## config.mk

```make
export PLATFORM = sky130hd
export DESIGN_NAME = router_reg
export DESIGN_NICKNAME = d
export VERILOG_FILES = /design/src/rtl/router_pkg.sv /design/src/rtl/router_parity_chk.sv /design/src/rtl/router_reg.sv
export SDC_FILE = /design/constraint.sdc
export NUM_CORES = 1
export LEC_CHECK = 0
export CAP_MARGIN = 20
export CORE_MARGIN = 2
export CORE_UTILIZATION = 35
export CTS_BUF_LIST = sky130_fd_sc_hd__clkbuf_4
export CTS_CLUSTER_SIZE = 8
export DETAILED_ROUTE_END_ITERATION = 8
export GPL_TIMING_DRIVEN = 0
export SLEW_MARGIN = 20
export SYNTH_ARGS = -nofsm -noshare
export SYNTH_HDL_FRONTEND = slang
export SYNTH_SLANG_ARGS = --single-unit
```

## constraint.sdc

```tcl
create_clock -name clock -period 1.3 [get_ports clock]
set_input_delay 0.26 -clock clock [delete_from_list [all_inputs] [get_ports clock]]
set_output_delay 0.26 -clock clock [all_outputs]
set_load 0.02 [all_outputs]
```

## src/rtl/router_pkg.sv

```systemverilog
// Shared constants and types for the 1x3 router datapath.
package router_pkg;

   localparam int DEFAULT_DATA_WIDTH = 8;

   localparam logic [1:0] ADDR_P0      = 2'b00;
   localparam logic [1:0] ADDR_P1      = 2'b01;
   localparam logic [1:0] ADDR_P2      = 2'b10;
   localparam logic [1:0] ADDR_INVALID = 2'b11;

   // One-hot state strobes from the router FSM.
   typedef struct packed {
      logic detect_add;
      logic lfd_state;
      logic ld_state;
      logic laf_state;
      logic full_state;
   } strobe_t;

   function automatic logic addr_valid(input logic [1:0] addr);
      return addr != ADDR_INVALID;
   endfunction

endpackage

```

## src/rtl/router_parity_chk.sv

```systemverilog
// Running XOR parity of header and payload, captured parity byte, and the
// parity_done / err flags that report the result back to the FSM and host.
module router_parity_chk
   import router_pkg::*;
#(
   parameter int DATA_WIDTH = DEFAULT_DATA_WIDTH
) (
   input  logic                  clock,
   input  logic                  resetn,
   input  strobe_t               strobes,
   input  logic                  pkt_valid,
   input  logic                  fifo_full,
   input  logic                  low_pkt_valid,
   input  logic [DATA_WIDTH-1:0] data_in,
   input  logic [DATA_WIDTH-1:0] hdr_byte,
   output logic                  parity_done,
   output logic                  err
);

   logic [DATA_WIDTH-1:0] int_parity;
   logic [DATA_WIDTH-1:0] pkt_parity;

   // A stalled byte is folded in while still in LOAD_DATA, so FIFO_FULL and
   // LOAD_AFTER_FULL must not touch the accumulator again.
   always_ff @(posedge clock or negedge resetn) begin
      if (!resetn) begin
         int_parity <= '0;
      end else if (strobes.detect_add) begin
         int_parity <= '0;
      end else if (strobes.lfd_state) begin
         int_parity <= int_parity ^ hdr_byte;
      end else if (strobes.ld_state && pkt_valid && !strobes.full_state) begin
         int_parity <= int_parity ^ data_in;
      end
   end

   always_ff @(posedge clock or negedge resetn) begin
      if (!resetn) begin
         pkt_parity <= '0;
      end else if (strobes.detect_add) begin
         pkt_parity <= '0;
      end else if (strobes.ld_state && !pkt_valid) begin
         pkt_parity <= data_in;
      end
   end

   always_ff @(posedge clock or negedge resetn) begin
      if (!resetn) begin
         parity_done <= 1'b0;
      end else if (strobes.detect_add) begin
         parity_done <= 1'b0;
      end else if ((strobes.ld_state && !pkt_valid && !fifo_full) ||
                   (strobes.laf_state && low_pkt_valid && !parity_done)) begin
         parity_done <= 1'b1;
      end
   end

   always_ff @(posedge clock or negedge resetn) begin
      if (!resetn) begin
         err <= 1'b0;
      end else if (strobes.detect_add) begin
         err <= 1'b0;
      end else if (parity_done && (pkt_parity != int_parity)) begin
         err <= 1'b1;
      end
   end

endmodule

```

## src/rtl/router_reg.sv

```systemverilog
// Router datapath register stage: header latch, FIFO write data mux, stalled
// byte holding register and low_pkt_valid flag; parity lives in the sub-module.
module router_reg
   import router_pkg::*;
#(
   parameter int DATA_WIDTH = DEFAULT_DATA_WIDTH
) (
   input  logic                  clock,
   input  logic                  resetn,
   input  logic                  pkt_valid,
   input  logic [DATA_WIDTH-1:0] data_in,
   input  logic                  fifo_full,
   input  logic                  detect_add,
   input  logic                  lfd_state,
   input  logic                  ld_state,
   input  logic                  laf_state,
   input  logic                  full_state,
   input  logic                  rst_int_reg,
   output logic [DATA_WIDTH-1:0] dout,
   output logic                  parity_done,
   output logic                  low_pkt_valid,
   output logic                  err
);

   strobe_t               strobes;
   logic [DATA_WIDTH-1:0] hdr_byte;
   logic [DATA_WIDTH-1:0] full_byte;

   assign strobes = '{detect_add: detect_add, lfd_state: lfd_state, ld_state: ld_state,
                      laf_state: laf_state, full_state: full_state};

   // NOTE: sequential state uses non-blocking assignments so every register samples pre-edge values.
   always_ff @(posedge clock or negedge resetn) begin
      if (!resetn) begin
         hdr_byte <= '0;
      end else if (detect_add && pkt_valid && addr_valid(data_in[1:0])) begin
         hdr_byte <= data_in;
      end
   end

   always_ff @(posedge clock or negedge resetn) begin
      if (!resetn) begin
         full_byte <= '0;
      end else if (ld_state && fifo_full) begin
         full_byte <= data_in;
      end
   end

   // A byte that meets a full FIFO leaves dout untouched; it is replayed from full_byte.
   always_ff @(posedge clock or negedge resetn) begin
      if (!resetn) begin
         dout <= '0;
      end else if (lfd_state) begin
         dout <= hdr_byte;
      end else if (ld_state && !fifo_full) begin
         dout <= data_in;
      end else if (laf_state) begin
         dout <= full_byte;
      end
   end

   always_ff @(posedge clock or negedge resetn) begin
      if (!resetn) begin
         low_pkt_valid <= 1'b0;
      end else if (rst_int_reg) begin
         low_pkt_valid <= 1'b0;
      end else if (ld_state && !pkt_valid) begin
         low_pkt_valid <= 1'b1;
      end
   end

   router_parity_chk #(
      .DATA_WIDTH (DATA_WIDTH)
   ) u_parity (
      .clock         (clock),
      .resetn        (resetn),
      .strobes       (strobes),
      .pkt_valid     (pkt_valid),
      .fifo_full     (fifo_full),
      .low_pkt_valid (low_pkt_valid),
      .data_in       (data_in),
      .hdr_byte      (hdr_byte),
      .parity_done   (parity_done),
      .err           (err)
   );

endmodule
```

; ---- Yosys cells after proc, flatten, opt, wreduce, memory -nomap -nowiden
; Cells that the tools add are included.
[op_classes]
n_shift = 0
n_eq_ne = 2
add_sub_neg = 0
div_mod_pow = 0
bitwise_logic = 2
mux = 14
magnitude_cmp = 0
multipliers = 0
reduce_logical = 22
[ops]
columns = cell, count
row1 = 8-bit two-way mux, 8
row2 = 8-bit bitwise XOR, 2
row3 = 1-bit logical AND, 11
row4 = 8-bit inequality test, 1
row5 = 2-bit nonzero test, 4
row6 = 1-bit two-way mux, 6
row7 = 3-bit nonzero test, 2
row8 = 1-bit zero test, 4
row9 = "2-bit inequality test, second input constant", 1
row10 = 1-bit logical OR, 1
[word_totals]
output_inout_bits = 11
reg_bits = 43
wordCells = 48
latch_bits = 0
mem_bits_rw = 0
input_bits = 18
mem_count = 0
mem_bits_ro = 0

; ---- Logic depth before layout (Yosys ltp)
; Gate-level depths: netlist (run 1).
[logic_depth]
word_depth = 6
depth_mapped = 6
mapped_depth_nobuf = 4

; ---- Modules after synthesis
; Synthesis (run 1) repeated with hierarchy kept, for this count alone.
[unflattened]
hier_cells = 196
hier_area_um2 = 2243.4
[by_module_without_submodules]
columns = mod, seq_area_each_um2, cells_per_inst, n_inst, area_per_inst_um2
row1 = router_reg, 625.6, 96, 1, 1247.4
row2 = router_parity_chk, 450.4, 100, 1, 996.0

; ---- Worst setup path before layout (run 1)
; Ideal clock, no wire load.
[synth_timing]
path_kind = input to register
from = input fifo_full
to = register dout[0]
arrival_time_ns = 1.109
path_slack_ns = 0.114
setup_ns = 0.077
required_ns = 1.223
path_buffers = 2
cell_stages = 5
cell_sequence = nand2b_1 buf_4 buf_6 a311o_1 a21oi_1
[synth_via]
elab_chain_cells = 4
elab_cells_between_ends = 5
classes_between = 2 x mux / 3 x reduce/logical
[synth_rtl]
columns = element, line
row1 = "start, declared", router_reg.sv:12  ; input logic fifo_full,
row2 = 1-bit zero test (*), router_reg.sv:55  ; end else if (ld_state && !fifo_full) begin
row3 = 1-bit logical AND (*), router_reg.sv:55
row4 = 8-bit two-way mux, router_reg.sv:55
row5 = 8-bit two-way mux, router_reg.sv:53  ; end else if (lfd_state) begin
row6 = "end signal, assigned", router_reg.sv:54  ; dout <= hdr_byte;
row7 = "end signal, assigned", router_reg.sv:56  ; dout <= data_in;
row8 = "end signal, assigned", router_reg.sv:58  ; dout <= full_byte;
row9 = "end, declared", router_reg.sv:19  ; output logic [DATA_WIDTH-1:0] dout,
; Mark *: on every way between the ends. The rest lies on a longest branch, timed or not.
; A chain may end at the register's enable or synchronous reset.

; ---- Worst setup path after layout (run 1)
[layout_timing]
from = register dout[1]
to = output dout[1]
; No word-level cell between the ends.

==> impl_results.md, run 1 <==
- All-Layer GR Usage: 15.7%
- Setup Skew: a little under 0.005 ns
- Tmin final: between 1 and 1.5 ns
- Max FO, Critical Path: 2
- FF-to-FF End: u_parity.err
- Design area: 0.00251 mm2
- Synth Register Bits: 43
- Vias per cell: ~4.9
- Cell-internal power: 2.11 mW
- Antenna violations before repair: 0
- Max-slew violations: 0
- Syn Nets: 224
- Combinational share of power: 23.4%
- Top cell type's share of synthesized area: 52.8%
- Yosys warnings: 0
- Critical path, cell by cell: clkdlybuf4s15_2
- Hold path depth: 4
- Final setup violation count: 0
- CTS tree: done
- Netlist cell types: 20
- CTS buffer count: 5
- Largest cells by area after synthesis: dfrtp_1 (53%), mux2_2 (7.7%), xnor2_1 (6.9%), nor2_1 (6.6%), nand2_1 (5.0%)
- Crit end category: output pin
- Placed Area: 0.00241 mm2
- Clock Power Share: a little under a quarter
- FF-to-FF Start: u_parity.int_parity[0]
- Unrepaired setup endpoints after global routing: true
- Count leader, synth: dfrtp_1
- Number of routed nets with antenna violations: 0
- Post-synthesis xor/xnor area fraction: just under 7%
- Sw Ratio: 29.2%
- Period Utilization, post-route: between 90% and 100%
- Share of cells above drive strength 1: 21.2%
- Post-Synth Simple-Gate Area: 16.3%
- CTS H-tree lvls: 2
- Worst EP required: 1.04 ns
- HP Class: input port to flop
- Clock buffer depth: 2
- Reg2Reg Depth: 4
- CP Launch Type: flop
- Ys flop type: dfrtp_1
- Register area share after synthesis: 52.8%
- Die area: 0.00645 mm2
- Grt ovf: 0
- Die Ht: roughly 80 um
- IO Count: 29
- Hold EP: hdr_byte[1]
- Kind of cell adding the most delay to the critical path: flip-flops
- Mapped cell area: 0.00204 mm2
- Routability cong.: 0.728
- Sequential share of power: between 50% and 60%
- Post-synthesis mux area share: 7.74%
- CP max-delay cell: dfrtp_1
- Post-synthesis adder-cell area fraction: 0%
- Clk pin slew, worst setup/hold paths: around 0.12 ns
- Worst Max-Slew Pin Slew: 0.514 ns
- Main combinational cell family by area after synthesis: simple AND/OR/NAND/NOR gates
- Vias in the first global route: 1586
- CTS Sinks: 43
- Net Sw Power: 872 uW
- Outcome: finished clean
- Final HPWL DP: 3310 um
- Number of max-cap violations: 0
- Reg2reg setup slack: approximately 0.21 ns
- 1st-iter DRT viols: between 60 and 70
- Diodes inserted: 0
- Core Area: 0.00557 mm2
- Peak Freq: 0.791 GHz
- Final-stage net count: 262
- Starting Density: 36.5%
- Via Count: 1538
- Crit path DAT: 1.00 ns
- Clk_lat worst skew: around 0.35 ns
- Mapped Avg Cell Area: 9.89 um2
- Routed WL: between 4000 and 5000 um
- Die width: 80.3 um
- First-pass GRT wire length: 7730 um
- Async set-reset flop share out of synthesis: 100%
- Synth Area in Compound Gates: 12.0%
- DR pass1 iterations: 4
- Layout area overhead: 23.4%
- Number of enable flip-flop cells after synthesis: 0
- Static leakage: 1.11 nW
- Buf+Inv Stages, Crit Path: 1
- Largest net degree at the start of global routing: 25
- Final hold vios: 0
- Most common library cells after synthesis: dfrtp_1 (43), nor2_1 (36), nand2_1 (27), a21oi_1 (16), xnor2_1 (16)
- Post-synthesis instance total: between 200 and 250
- Slew Limit Headroom: 65.7%
- Peak per-stage delay on the critical path: 0.41 ns
- VDD IR max: 0.000586 V
- Setup Total Neg Slack: 0 ns
- Critical path type: flop to output pin
- Residual DRC: 0
- Dominant cell type by area after synthesis: dfrtp_1
- Port bufs: 26
- Pwr dens: 1190 mW/mm2
- Row cnt: 27
- Drt wl/cell: 14.1 um
- CTS root buf: clkbuf_4
- HP Start: pkt_valid
==> power by group through the flow <==
stage	clock network (mW)	logic [mW]	registers, mW
2_1_floorplan	0	0.383	1.68
3_3_place_gp	0	0.690	1.64
3_5_place_dp	0	0.708	1.65
4_1_cts	0.691	0.698	1.62
5_1_grt	0.748	0.785	1.64
6_report	0.674	0.697	1.61
==> layout make-up <==
| type | instances | area [um2] |
|---|---|---|
| Multi-Input combinational cell | 144 | 896 |
| Clock buffer | 7 | 52.6 |
| Sequential cell | 43 | 1080 |
| Inverter | 9 | 33.8 |
| Clock inverter | 1 | 5.00 |
| Tap cell | 72 | 90.1 |
| Fill cell | 560 | 3060 |
| Timing Repair Buffer | 32 | 305 |
| Buffer | 9 | 55.1 |
==> flip-flops by register name (all words and copies together) (netlist names) <==
signal / cells
dout: 8
u_parity.err: 1
low_pkt_valid: 1
hdr_byte: 8
u_parity.int_parity: 8
u_parity.parity_done: 1
full_byte: 8
u_parity.pkt_parity: 8
==> cell usage in the layout, fill, tap and decap left out, types with 2 or more instances in the layout <==
cell / netlist / routed
mux2_2: 14 / 14
a21oi_1: 16 / 16
clkbuf_2: 0 / 2
a22oi_1: 8 / 5
nand4_1: 2 / 2
inv_1: 9 / 9
nor2b_1: 2 / 2
a311o_1: 8 / 8
a22oi_2: 0 / 3
clkdlybuf4s50_1: 0 / 11
nand2b_1: 10 / 9
clkbuf_4: 0 / 7
xnor2_1: 16 / 16
dlygate4sd2_1: 0 / 2
buf_2: 3 / 9
o21ai_0: 2 / 2
nand2_1: 27 / 27
nor2_1: 36 / 35
buf_6: 1 / 2
clkdlybuf4s15_2: 0 / 6
buf_4: 1 / 4
dfrtp_1: 43 / 43
clkbuf_1: 5 / 2
==> layer usage <==
layer / wire length, um / track usage (%) / share of wire (%) / vias up
li1: - / - / - / 763
met1: 2040 / 20.5 / 46 / 744
met2: 2210 / 25.9 / 49 / 25
met3: 165 / 3.48 / 3.7 / 6
met4: 59 / 4.58 / 1.3 / 0
met5: 0 / 0 / 0 / -
==> per-stage QoR <==
step	total power, mW	util, %	setup slack (ns)	cells	hold slack [ns]
floorplan	2.06	-	0.114	206	-0.0356
global placement	2.33	42.8	-1.19	304	0.487
detailed placement	2.35	43.2	-0.541	305	0.255
CTS	3.01	44.8	0.00560	314	0.401
global route	3.17	45.1	-0.0149	317	0.431
finish	2.98	45.1	0.0361	317	0.383
==> what timing repair did <==
item                                    in CTS  in global routing
endpoints found under the setup margin      38                 10
setup buffers                                1                  3
hold buffers                                 1                  0
pin swaps                                    1                  0
resized for setup                           43                  7
endpoints found under the hold margin       19                  0
==> worst max path at each step <==
stage / startpoint / to / cells past startpoint
6_report: dout[1] / dout[1] / 1
5_1_grt: detect_add / u_parity.int_parity[7] / 5
3_3_place_gp: resetn / u_parity.int_parity[0] / 1
2_1_floorplan: fifo_full / dout[0] / 5
4_1_cts: dout[6] / dout[6] / 1
3_5_place_dp: detect_add / u_parity.int_parity[2] / 4
==> kinds of logic after synthesis <==
logic type	count (synthesis)
AND/OR/NAND/NOR	78
flip-flops	43
AO/OA/AOI/OAI	36
buffers and inverters	19
XOR/XNOR	16
multiplexers	14
Note: power is estimated with default switching activity, not from simulation.
==> run 2: changes to the inputs <==
- ABC_CLOCK_PERIOD_IN_PS: unset -> 1150
- CTS_BUF_LIST: sky130_fd_sc_hd__clkbuf_4 -> unset
- clock period: 1.3 -> 1.15 ns (I/O delays scaled with it)
==> run 2 against run 1 <==
Compared with the run above: non-clock buffer count shrank 3; die area unchanged; via count grew 0.72%; global-route usage is 0.60 points higher; clock skew about the same; worst hold slack got worse by 0.088 ns; flip-flop and latch count unchanged; largest cell class unchanged; largest power group unchanged.
==> impl_results.md, run 2 (synthesis results as in run 1) <==
- Outcome: finished clean
- CP max-delay cell: a311o_1
- Routed WL: 4740 um (+5.9%)
- Peak per-stage delay on the critical path: 0.35 ns (-0.06 ns)
- Via Count: 1549 (+0.72%)
- Design area: 0.00256 mm2 (+2.0%)
- Peak Freq: between 0.8 and 0.9 GHz
- Most common cell after layout, fill and taps aside: dfrtp_1
- Filler cells: 550 (-1.8%)
- Residual DRC: 0 (unchanged)
- Final HPWL DP: 3390 um (+2.5%)
- Slew Limit Headroom: 67.0% (+1.3 points)
- Period Utilization, post-route: 97.1%
- First-pass GRT wire length: 7910 um (+2.4%)
- CTS H-tree lvls: 2 (unchanged)
- Buf+Inv Stages, Crit Path: 3 (+2)
- Max FO, Critical Path: 10 (+8)
- CTS root buf: clkbuf_8
- All-Layer GR Usage: 16.3% (+0.60 points)
- Critical path, cell by cell: clkdlybuf4s15_2, nand2b_4, buf_6, buf_8, a311o_1, a21oi_2
- Max-slew violations: 0 (unchanged)
- Critical path type: input port to flop
- Final-stage net count: 259 (-1.1%)
- Tot Pwr: 3.68 mW (+23%)
- 1st-iter DRT viols: 81 (+25%)
- Antenna violations before repair: 0 (unchanged)
- Most frequent cells in the layout: dfrtp_1 (43), nor2_1 (35), nand2_1 (26)
- Final setup violation count: 0 (unchanged)
- Diodes inserted: 0 (unchanged)
- Worst EP required: 1.37 ns (+0.33 ns)
- Layout area overhead: 25.9%
- Starting Density: 36.5% (unchanged)
- Clk pin slew, worst setup/hold paths: 0.08 ns (-0.04 ns)
- Largest net degree at the start of global routing: 32 (+28%)
- CTS Sinks: 43 (unchanged)
- Layout Cells excl Fill: 314 (-0.95%)
- Port bufs: 26 (unchanged)
- Multi-input logic area: 957 um2 (+6.8%)
- Worst Max-Slew Pin Slew: 0.495 ns (-0.0188 ns)
- Kind of cell adding the most delay to the critical path: compound AO/OA/AOI/OAI gates
- Crit end category: flop
- Final hold vios: 0 (unchanged)
- HP Class: input port to flop
- Clk_lat worst skew: 0.29 ns (-0.06 ns)
- Placed Area: 0.00241 mm2 (-0.16%)
- Reg area: 0.00108 mm2 (unchanged)
- IO Count: 29 (unchanged)
- Clock buffer depth: 2 (unchanged)
- CP Launch Type: input port
- Core Area: 0.00557 mm2 (unchanged)
- Pwr dens: 1430 mW/mm2 (+21%)
- Unrepaired setup endpoints after global routing: true
- Die width: 80.3 um (unchanged)
- Die Ht: 80.3 um (unchanged)
- Share of cells above drive strength 1: 25.2% (+4.0 points)
- Final worst setup slack: 0.0334 ns (-0.00273 ns)
- DR pass1 iterations: 7 (+3)
- Vias per cell: 4.93 (+1.7%)
- Fin Hold WS: 0.295 ns (-0.0875 ns)
- CTS buffer count: 5 (unchanged)
- Tmin final: 1.12 ns
- Routability cong.: 0.712 (-2.3%)
- Drt wl/cell: 15.1 um (+7.0%)
- DP Cell Count: 305 (unchanged)
- Die area: 0.00645 mm2 (unchanged)
- Number of max-cap violations: 0 (unchanged)
- Crit path DAT: 1.34 ns (+0.34 ns)
- DP Worst Slack: -0.678 ns (-0.137 ns)
- Vias in the first global route: 1568 (-1.1%)
- Setup Skew: 0.00479 ns (-0.000106 ns)
- Static leakage: 1.16 nW (+4.5%)
- Row cnt: 27 (unchanged)
- CTS tree: done
- Grt ovf: 0 (unchanged)
- Number of routed nets with antenna violations: 0 (unchanged)
- VDD IR max: 0.000752 V (+28%)
==> run 2: changes by cell type in the layout (fill, tap and decap cells not counted), moves of 2 or more <==
cell | previous run | this run
a21oi_2 | 0 | 4
clkbuf_4 | 7 | 1
a21oi_1 | 16 | 12
clkbuf_8 | 0 | 7
clkdlybuf4s15_2 | 6 | 1
clkdlybuf4s50_1 | 11 | 3
dlygate4sd2_1 | 2 | 4
buf_4 | 4 | 0
a22oi_1 | 5 | 0
buf_2 | 9 | 16
a22oi_2 | 3 | 8
dlymetal6s2s_1 | 1 | 5
==> run 2: timing repair <==
item | in CTS | in global routing
setup endpoints to repair | 52 | 16
hold buffers | 1 | 0
resized for setup | 74 | 11
buffers inserted | 1 | 0
endpoints found under the hold margin | 12 | 0
pin swaps | 5 | 6
==> run 2: where the power goes <==
group,internal (mW),leakage (nW),switching (mW),total [mW]
Sequential,1.71,0.538,0.123,1.83
Clock,0.549,0.0515,0.509,1.06
Combinational,0.375,0.576,0.414,0.789
==> run 2: routing by layer <==
layer / up-vias / global-route usage, % / share of wire, %
met5: - / 0 / 0
met4: 0 / 5.59 / 1.5
met3: 7 / 2.70 / 2.5
met2: 22 / 27.3 / 49
met1: 759 / 21.2 / 47
li1: 761 / - / -
==> run 2: per-stage QoR <==
step / util [%] / setup TNS [ns]
2_1_floorplan: - / 0
6_report: 46.0 / 0
3_3_place_gp: 42.9 / -80.15
4_1_cts: 45.6 / 0
5_1_grt: 46.0 / -0.0280
3_5_place_dp: 43.2 / -23.26
==> run 2: worst register-to-register path, stage by stage (launching register included) <==
cell and delay (ns):
dfrtp_1 0.41, xnor2_1 0.18, nand4_1 0.12, o21ai_0 0.14, o21ai_0 0.09
==> run 2: layout make-up <==
type | instances | share of cell area (%)
Sequential cell | 43 | 42.0
Multi-Input combinational cell | 144 | 37.3
Timing Repair Buffer | 29 | 9.57
Clock buffer | 8 | 3.90
Tap cell | 72 | 3.51
Buffer | 9 | 2.39
Inverter | 9 | 1.32
==> run 2: final timing paths <==
kind	to	from	cells past startpoint	slack, ns
max	dout[5]	fifo_full	6	0.03
min	u_parity.pkt_parity[3]	data_in[3]	3	0.30
max reg2reg	u_parity.err	u_parity.int_parity[0]	4	0.10
min reg2reg	full_byte[4]	full_byte[4]	1	0.51
max in group asynchronous	full_byte[1]	resetn	3	0.31
min in group asynchronous	u_parity.parity_done	resetn	2	0.37
